## config.mk

```make
export PLATFORM = sky130hd
export DESIGN_NAME = pc_sequencer
export DESIGN_NICKNAME = d
export VERILOG_FILES = /design/src/rtl/pc_sequencer.sv
export SDC_FILE = /design/constraint.sdc
export NUM_CORES = 1
export LEC_CHECK = 0
export CELL_PAD_IN_SITES_DETAIL_PLACEMENT = 1
export CELL_PAD_IN_SITES_GLOBAL_PLACEMENT = 2
export CORE_MARGIN = 10
export CORE_UTILIZATION = 23
export CTS_CLUSTER_DIAMETER = 120
export DETAILED_ROUTE_END_ITERATION = 10
export PLACE_DENSITY_LB_ADDON = 0.1
export SLEW_MARGIN = 20
export SYNTH_ARGS = -nofsm -noshare
export SYNTH_HDL_FRONTEND = slang
export SYNTH_SLANG_ARGS = --single-unit
```

## constraint.sdc

```tcl
create_clock -name clk -period 1.9 [get_ports clk]
set_input_delay 0.19 -clock clk [delete_from_list [all_inputs] [get_ports clk]]
set_output_delay 0.19 -clock clk [all_outputs]
set_load 0.03 [all_outputs]
```

## src/rtl/pc_sequencer.sv

```systemverilog
// pc_sequencer -- program-counter stage for the pipelined core.
//
// Holds the fetch PC and offers it to instruction fetch through a valid/ready
// handshake. The next PC is chosen by priority: reset, trap, redirect, return
// prediction, increment, hold. Misaligned redirect targets are rejected and
// reported.
//
// Optional feature macro: PC_RAS_EN
//   defined   -> circular return-address stack of RAS_DEPTH entries
//   undefined -> no RAS; call_i/ret_i ignored; ras_empty_o tied high
//   The port list is identical in both builds.
//
// Parameters
//   XLEN          PC width in bits
//   RESET_VECTOR  PC loaded by reset (INST_BYTES aligned)
//   INST_BYTES    sequential increment and alignment granule (power of 2)
//   RAS_DEPTH     return-address-stack entries (power of 2, >= 2)
//
// Ports
//   clk, reset         clock (rising edge), synchronous active-high reset
//   stall_i            hold PC
//   fetch_ready_i      fetch accepts fetch_pc_o this cycle
//   redirect_valid_i   taken branch/jump, target on redirect_target_i
//   trap_valid_i       exception/interrupt entry, target on trap_vector_i
//   call_i, ret_i      accepted instruction is a call / return
//   fetch_pc_o         current fetch PC
//   fetch_valid_o      fetch_pc_o is valid
//   misalign_o         one-cycle pulse for a rejected misaligned redirect
//   misalign_addr_o    last rejected target
//   ras_empty_o        RAS holds no entries
module pc_sequencer #(
    parameter int unsigned     XLEN         = 32,
    parameter logic [XLEN-1:0] RESET_VECTOR = '0,
    parameter int unsigned     INST_BYTES   = 4,
    parameter int unsigned     RAS_DEPTH    = 4
) (
    input  logic            clk,
    input  logic            reset,
    input  logic            stall_i,
    input  logic            fetch_ready_i,
    input  logic            redirect_valid_i,
    input  logic [XLEN-1:0] redirect_target_i,
    input  logic            trap_valid_i,
    input  logic [XLEN-1:0] trap_vector_i,
    input  logic            call_i,
    input  logic            ret_i,
    output logic [XLEN-1:0] fetch_pc_o,
    output logic            fetch_valid_o,
    output logic            misalign_o,
    output logic [XLEN-1:0] misalign_addr_o,
    output logic            ras_empty_o
);

    localparam logic [XLEN-1:0] INC        = XLEN'(INST_BYTES);
    localparam logic [XLEN-1:0] ALIGN_MASK = XLEN'(INST_BYTES - 1);

    logic            acc;
    logic            steer;
    logic            target_misaligned;
    logic [XLEN-1:0] seq_pc;
    logic            ras_taken;
    logic [XLEN-1:0] ras_target;

    assign acc               = fetch_valid_o & fetch_ready_i & ~stall_i;
    assign steer             = trap_valid_i | redirect_valid_i;
    assign seq_pc            = fetch_pc_o + INC;
    assign target_misaligned = (redirect_target_i & ALIGN_MASK) != '0;

`ifdef PC_RAS_EN
    localparam int unsigned    PTR_W = $clog2(RAS_DEPTH);
    localparam int unsigned    CNT_W = PTR_W + 1;
    localparam logic [CNT_W-1:0] FULL = CNT_W'(RAS_DEPTH);

    logic [XLEN-1:0]  ras [RAS_DEPTH];
    logic [PTR_W-1:0] ras_ptr;
    logic [PTR_W-1:0] top_idx;
    logic [CNT_W-1:0] ras_count;
    logic             ras_nonempty;
    logic             pop_hit;
    logic             push_req;

    // ras_ptr is the next write slot; the top of stack sits just below it.
    assign top_idx      = ras_ptr - PTR_W'(1);
    assign ras_nonempty = ras_count != '0;
    // A trap or redirect (even a rejected one) suppresses all stack activity.
    assign pop_hit      = ~steer & acc & ret_i & ras_nonempty;
    assign push_req     = ~steer & acc & call_i;
    assign ras_taken    = pop_hit;
    assign ras_target   = ras[top_idx];
    assign ras_empty_o  = ~ras_nonempty;

    always_ff @(posedge clk) begin
        if (reset) begin
            ras_ptr   <= '0;
            ras_count <= '0;
        end else if (pop_hit && !push_req) begin
            ras_ptr   <= top_idx;
            ras_count <= ras_count - CNT_W'(1);
        end else if (push_req && !pop_hit) begin
            // When full the write slot holds the oldest entry, so it is overwritten.
            ras_ptr <= ras_ptr + PTR_W'(1);
            if (ras_count != FULL) begin
                ras_count <= ras_count + CNT_W'(1);
            end
        end
    end

    // Entry storage carries no reset; validity is tracked by ras_count.
    always_ff @(posedge clk) begin
        if (!reset) begin
            if (pop_hit && push_req) begin
                ras[top_idx] <= seq_pc;
            end else if (push_req) begin
                ras[ras_ptr] <= seq_pc;
            end
        end
    end
`else
    logic unused_ras_inputs;

    assign unused_ras_inputs = call_i ^ ret_i;
    assign ras_taken         = 1'b0;
    assign ras_target        = '0;
    assign ras_empty_o       = 1'b1;
`endif

    always_ff @(posedge clk) begin
        if (reset) begin
            fetch_pc_o      <= RESET_VECTOR;
            fetch_valid_o   <= 1'b0;
            misalign_o      <= 1'b0;
            misalign_addr_o <= '0;
        end else begin
            fetch_valid_o <= 1'b1;
            misalign_o    <= 1'b0;
            if (trap_valid_i) begin
                fetch_pc_o <= trap_vector_i;
            end else if (redirect_valid_i) begin
                if (target_misaligned) begin
                    misalign_o      <= 1'b1;
                    misalign_addr_o <= redirect_target_i;
                end else begin
                    fetch_pc_o <= redirect_target_i;
                end
            end else if (ras_taken) begin
                fetch_pc_o <= ras_target;
            end else if (acc) begin
                fetch_pc_o <= seq_pc;
            end
        end
    end

endmodule

```

Word-level counts from Yosys, hierarchy flattened
Index checks and enable logic that the tools add are counted.
{"block": "classes", "n_addsub": 1, "multipliers": 0, "div": 0, "n_lt_le_gt_ge": 0, "eq_ne": 1, "shifts": 0, "muxes": 6, "bitwise": 5, "reduce_logical": 5}
{"cell": "2-to-1 mux 32 bit", "n": 4}
{"cell": "adder 32 x 3 -> 32 bit, second input constant", "n": 1}
{"cell": "nonzero test 32 bit", "n": 1}
{"cell": "!= test 3 bit, second input constant", "n": 1}
{"cell": "NOT 1 bit", "n": 3}
{"cell": "AND reduction 3 bit", "n": 1}
{"cell": "nonzero test 3 bit", "n": 1}
{"cell": "OR reduction 3 bit", "n": 1}
{"cell": "AND 1 bit", "n": 2}
{"cell": "2-to-1 mux 1 bit", "n": 2}
{"cell": "AND reduction 2 bit", "n": 1}
{"block": "word_totals", "ff_bits": 66, "latch_bits": 0, "mem_bits_rw": 0, "mem_bits_ro": 0, "inputBits": 72, "output_inout_bits": 67, "word_cells": 22, "memories": 0}

Longest topological paths before layout
{"block": "depth", "depth_word": 5, "ltp_mapped": 8, "depth_no_buf": 6}

Worst setup path after synthesis
No wires, ideal clock.
{"block": "synth_path", "path_type": "register to register", "startpoint": "register fetch_pc_o[7]", "endpoint": "register fetch_pc_o[27]", "arrival_ns": 1.876, "required_time_ns": 1.783, "path_slack_ns": -0.094, "path_stages_with_launch": 7, "period_less_slack_ns": 1.994, "cell_sequence": "dfxtp_1 clkbuf_2 nand4_4 nor4_4 nand4b_4 a21o_1 a32o_1"}
{"block": "synth_between", "elab_chain_cells": 4}
{"item": "from (decl)", "line": "47", "source": "output logic [XLEN-1:0] fetch_pc_o,"}
{"item": "from (signal assigned)", "line": "137", "source": "fetch_pc_o <= trap_vector_i;"}
{"item": "from (signal assigned)", "line": "143", "source": "fetch_pc_o <= redirect_target_i;"}
{"item": "from (signal assigned)", "line": "146", "source": "fetch_pc_o <= ras_target;"}
{"item": "adder 32 x 3 -> 32 bit", "line": "66", "source": "assign seq_pc = fetch_pc_o + INC;"}
{"item": "2-to-1 mux 32 bit", "line": "147", "source": "end else if (acc) begin"}
{"item": "2-to-1 mux 32 bit", "line": "138", "source": "end else if (redirect_valid_i) begin"}
{"item": "2-to-1 mux 32 bit", "line": "136", "source": "if (trap_valid_i) begin"}
Every way passes these cells. The select of a mux whose other input is x is not followed.
A chain may end at the register's enable or synchronous reset.

Worst setup path after layout
{"block": "layout_path", "startpoint": "register fetch_pc_o[10]", "endpoint": "register fetch_pc_o[27]"}
Same word-level chain as after synthesis.

==> results by group <==
Outcome
  • Status: completed

Final layout
  • NumNets Final: about 730
  • Share of post-route cells with drive strength above 1: between 10% and 20%
  • Post-layout util: 38.6%
  • Commonest cells after routing, fill and taps aside: clkdlybuf4s50_1 (133), nand2_1 (105), buf_4 (68)
  • P&R area growth vs syn: 64.3%
  • Finished Layout Cells: approximately 850
  • Most common cell after layout, fill and taps aside: clkdlybuf4s50_1

Detailed routing
  • WL final: ~17000 µm
  • Avg WL per Cell: between 20 and 25 µm
  • Drt initial violations: 230
  • Via density: 4.99
  • DR DRC count: 0
  • Routed vias: approximately 4300
  • 1st-pass router iterations: 4
  • Antenna violation net count after detailed routing: 0

Floorplanning
  • Top-level port count: about 140
  • Initial core utilization: approximately a quarter
  • Row count: 45
  • Die Ht: 145 µm
  • Die X: 145 µm
  • DIE AREA: between 20000 and 25000 µm²
  • Core Area: roughly 15000 µm²

Critical path
  • Crit start category: register
  • Setup CP Type: register to register
  • Setup crit end kind: register
  • Crit path DAT: 2050 ps
  • WP data required: ~2100 ps
  • Crit Path Max Fanout: 6

Flow run
  • Max-Cap Viols: 0

Global route
  • GRT Residual Overflow: 0
  • Largest net degree at the start of global routing: 32
  • Gr usage total: 16.7%
  • Initial antenna violation count: 0
  • First-pass GRT wire length: 26700 µm
  • Number of global-route vias before repair: roughly 4500

STA
  • Fmax achieved: approximately 550 MHz
  • Setup Viol. Count Final: 0
  • Layout Skew: around 5.5 ps
  • Sum Neg Setup Slack: 0 ps
  • Slew Viols, Final: 0
  • Final period utilization: 94.9%
  • Hold Slack: between 200 and 250 ps
  • Final Hold Viols: 0
  • Final min period: roughly 1800 ps
  • RSZ-0062 raised after global routing: no

Synth
  • Syn Nets: around 550
  • Netlist cell types: 65
  • Register area share after synthesis: about 37%
  • Syn. warnings: 0
  • Synth top area share: a little under two fifths
  • Post-synth EDFFs: 0
  • Yosys reg bits: between 60 and 70
  • Cell area after synthesis: between 3000 and 4000 µm²
  • Synth area leaders: dfxtp_1 (37%), nand2_1 (11%), a21oi_1 (8.8%)
  • Post-synth ARST share: 0%
  • Ys flop type: dfxtp_1
  • Cell taking the most area after synthesis: dfxtp_1
  • Synth Instances: ~480
  • Mean post-synth cell area: 7.46 µm²

Clocking
  • Clock-pin slew on the worst setup and hold paths: ~60 ps
  • CTS tree: done
  • Root Driver: clkbuf_16
  • CTS sink count: 66
  • Clock latency on the worst-skew pair: around 350 ps
  • CTS Buffer Depth: 2
  • Htree depth: 3
  • CTS buffer count: 9

Power
  • Leakage dissipation: about 2.2 nW
  • Peak supply drop: ~0.39 mV
  • Final Power: 4.17 mW
  • PwrDens: 711 nW/µm²

Placement
  • Post-placement cell count: 833
  • Port Buffers: ~140
  • HPWL Detailed: approximately 14000 µm
  • Placer Congestion: 0.857

Worst hold path
  • Worst hold path class: input port to register
-- where the power goes --
part / leakage (nW) / switching [mW] / internal, mW / total [mW]
sequential: 0.544 / 0.0721 / 1.47 / 1.54
clock: 0.138 / 0.651 / 0.941 / 1.59
combinational: 1.56 / 0.561 / 0.481 / 1.04
-- worst max-delay path, cell delays in order, from the launching register on --
cell	delay (ps)
dfxtp_2	360
nand4_4	140
buf_4	170
nor4_4	240
buf_4	180
nand4b_4	160
a21o_1	210
a32o_1	240
-- synth_stat cells (6+ instances only) --
library cell    n
nand3_1        13
nor3_1         12
o22ai_1         7
o21ai_0        30
a31oi_1         6
a211oi_1        6
inv_1           8
and3_1          8
nand2_1       105
a21oi_1        63
nor2_1         23
dfxtp_1        66
clkbuf_1       24
-- registers in the layout (all words and copies together), names as in the netlist --
| signal | count |
|---|---|
| misalign_o | 1 |
| fetch_pc_o | 32 |
| misalign_addr_o | 32 |
| fetch_valid_o | 1 |
-- cell type report --
cell class,instances,area (µm²)
multi-input combinational,366,2070
timing repair buffer,207,1930
clock inverter,3,15.0
tap,188,235
fill,1819,9330
antenna,1,2.50
inverter,9,33.8
sequential,66,1330
clock buffer,12,256
-- worst paths after layout --
kind	from	endpoint	slack (ps)	cells past startpoint
setup reg to reg	fetch_pc_o[10]$_SDFFE_PP0P_	fetch_pc_o[27]$_SDFFE_PP0P_	100	7
hold / removal	reset	fetch_pc_o[30]$_SDFFE_PP0P_	220	2
setup / recovery	fetch_pc_o[10]$_SDFFE_PP0P_	fetch_pc_o[27]$_SDFFE_PP0P_	100	7
hold reg to reg	misalign_addr_o[22]$_SDFFE_PP0P_	misalign_addr_o[22]$_SDFFE_PP0P_	450	2
-- kinds of logic after synthesis --
logic type      after synthesis  share of synthesized area (%)
xor+xnor                      1                          0.245
mux                           4                           1.12
buf+inv                      47                           5.85
fa+ha+maj                     1                          0.350
flops                        66                           37.0
compound gates              157                           27.4
other cells                   1                          0.105
simple gates                202                           28.0
-- routing by layer --
| metal | track usage (%) | vias to the layer above | part of all wire (%) |
|---|---|---|---|
| li1 | - | 2092 | - |
| met1 | 21.5 | 2049 | 46 |
| met2 | 25.5 | 97 | 45 |
| met3 | 5.25 | 15 | 7.1 |
| met4 | 6.49 | 0 | 1.5 |
| met5 | 0 | - | 0 |
-- timing repair --
| action | in CTS | in global routing |
|---|---|---|
| setup buffers | 0 | 3 |
| hold buffers | 0 | 0 |
| resized for setup | 0 | 5 |
| setup endpoints to repair | 0 | 8 |
-- metrics by stage --
| step | setup WS, ps | instance area, µm² |
|---|---|---|
| 6_report | 96.0 | 5870 |
| 5_1_grt | 3.84 | 5870 |
| 4_1_cts | 17.9 | 5840 |
| 3_5_place_dp | -200 | 5560 |
| 3_3_place_gp | -109 | 5560 |
| 2_1_floorplan | 0.224 | 3580 |
No activity file was read; power rests on OpenSTA's default activity.
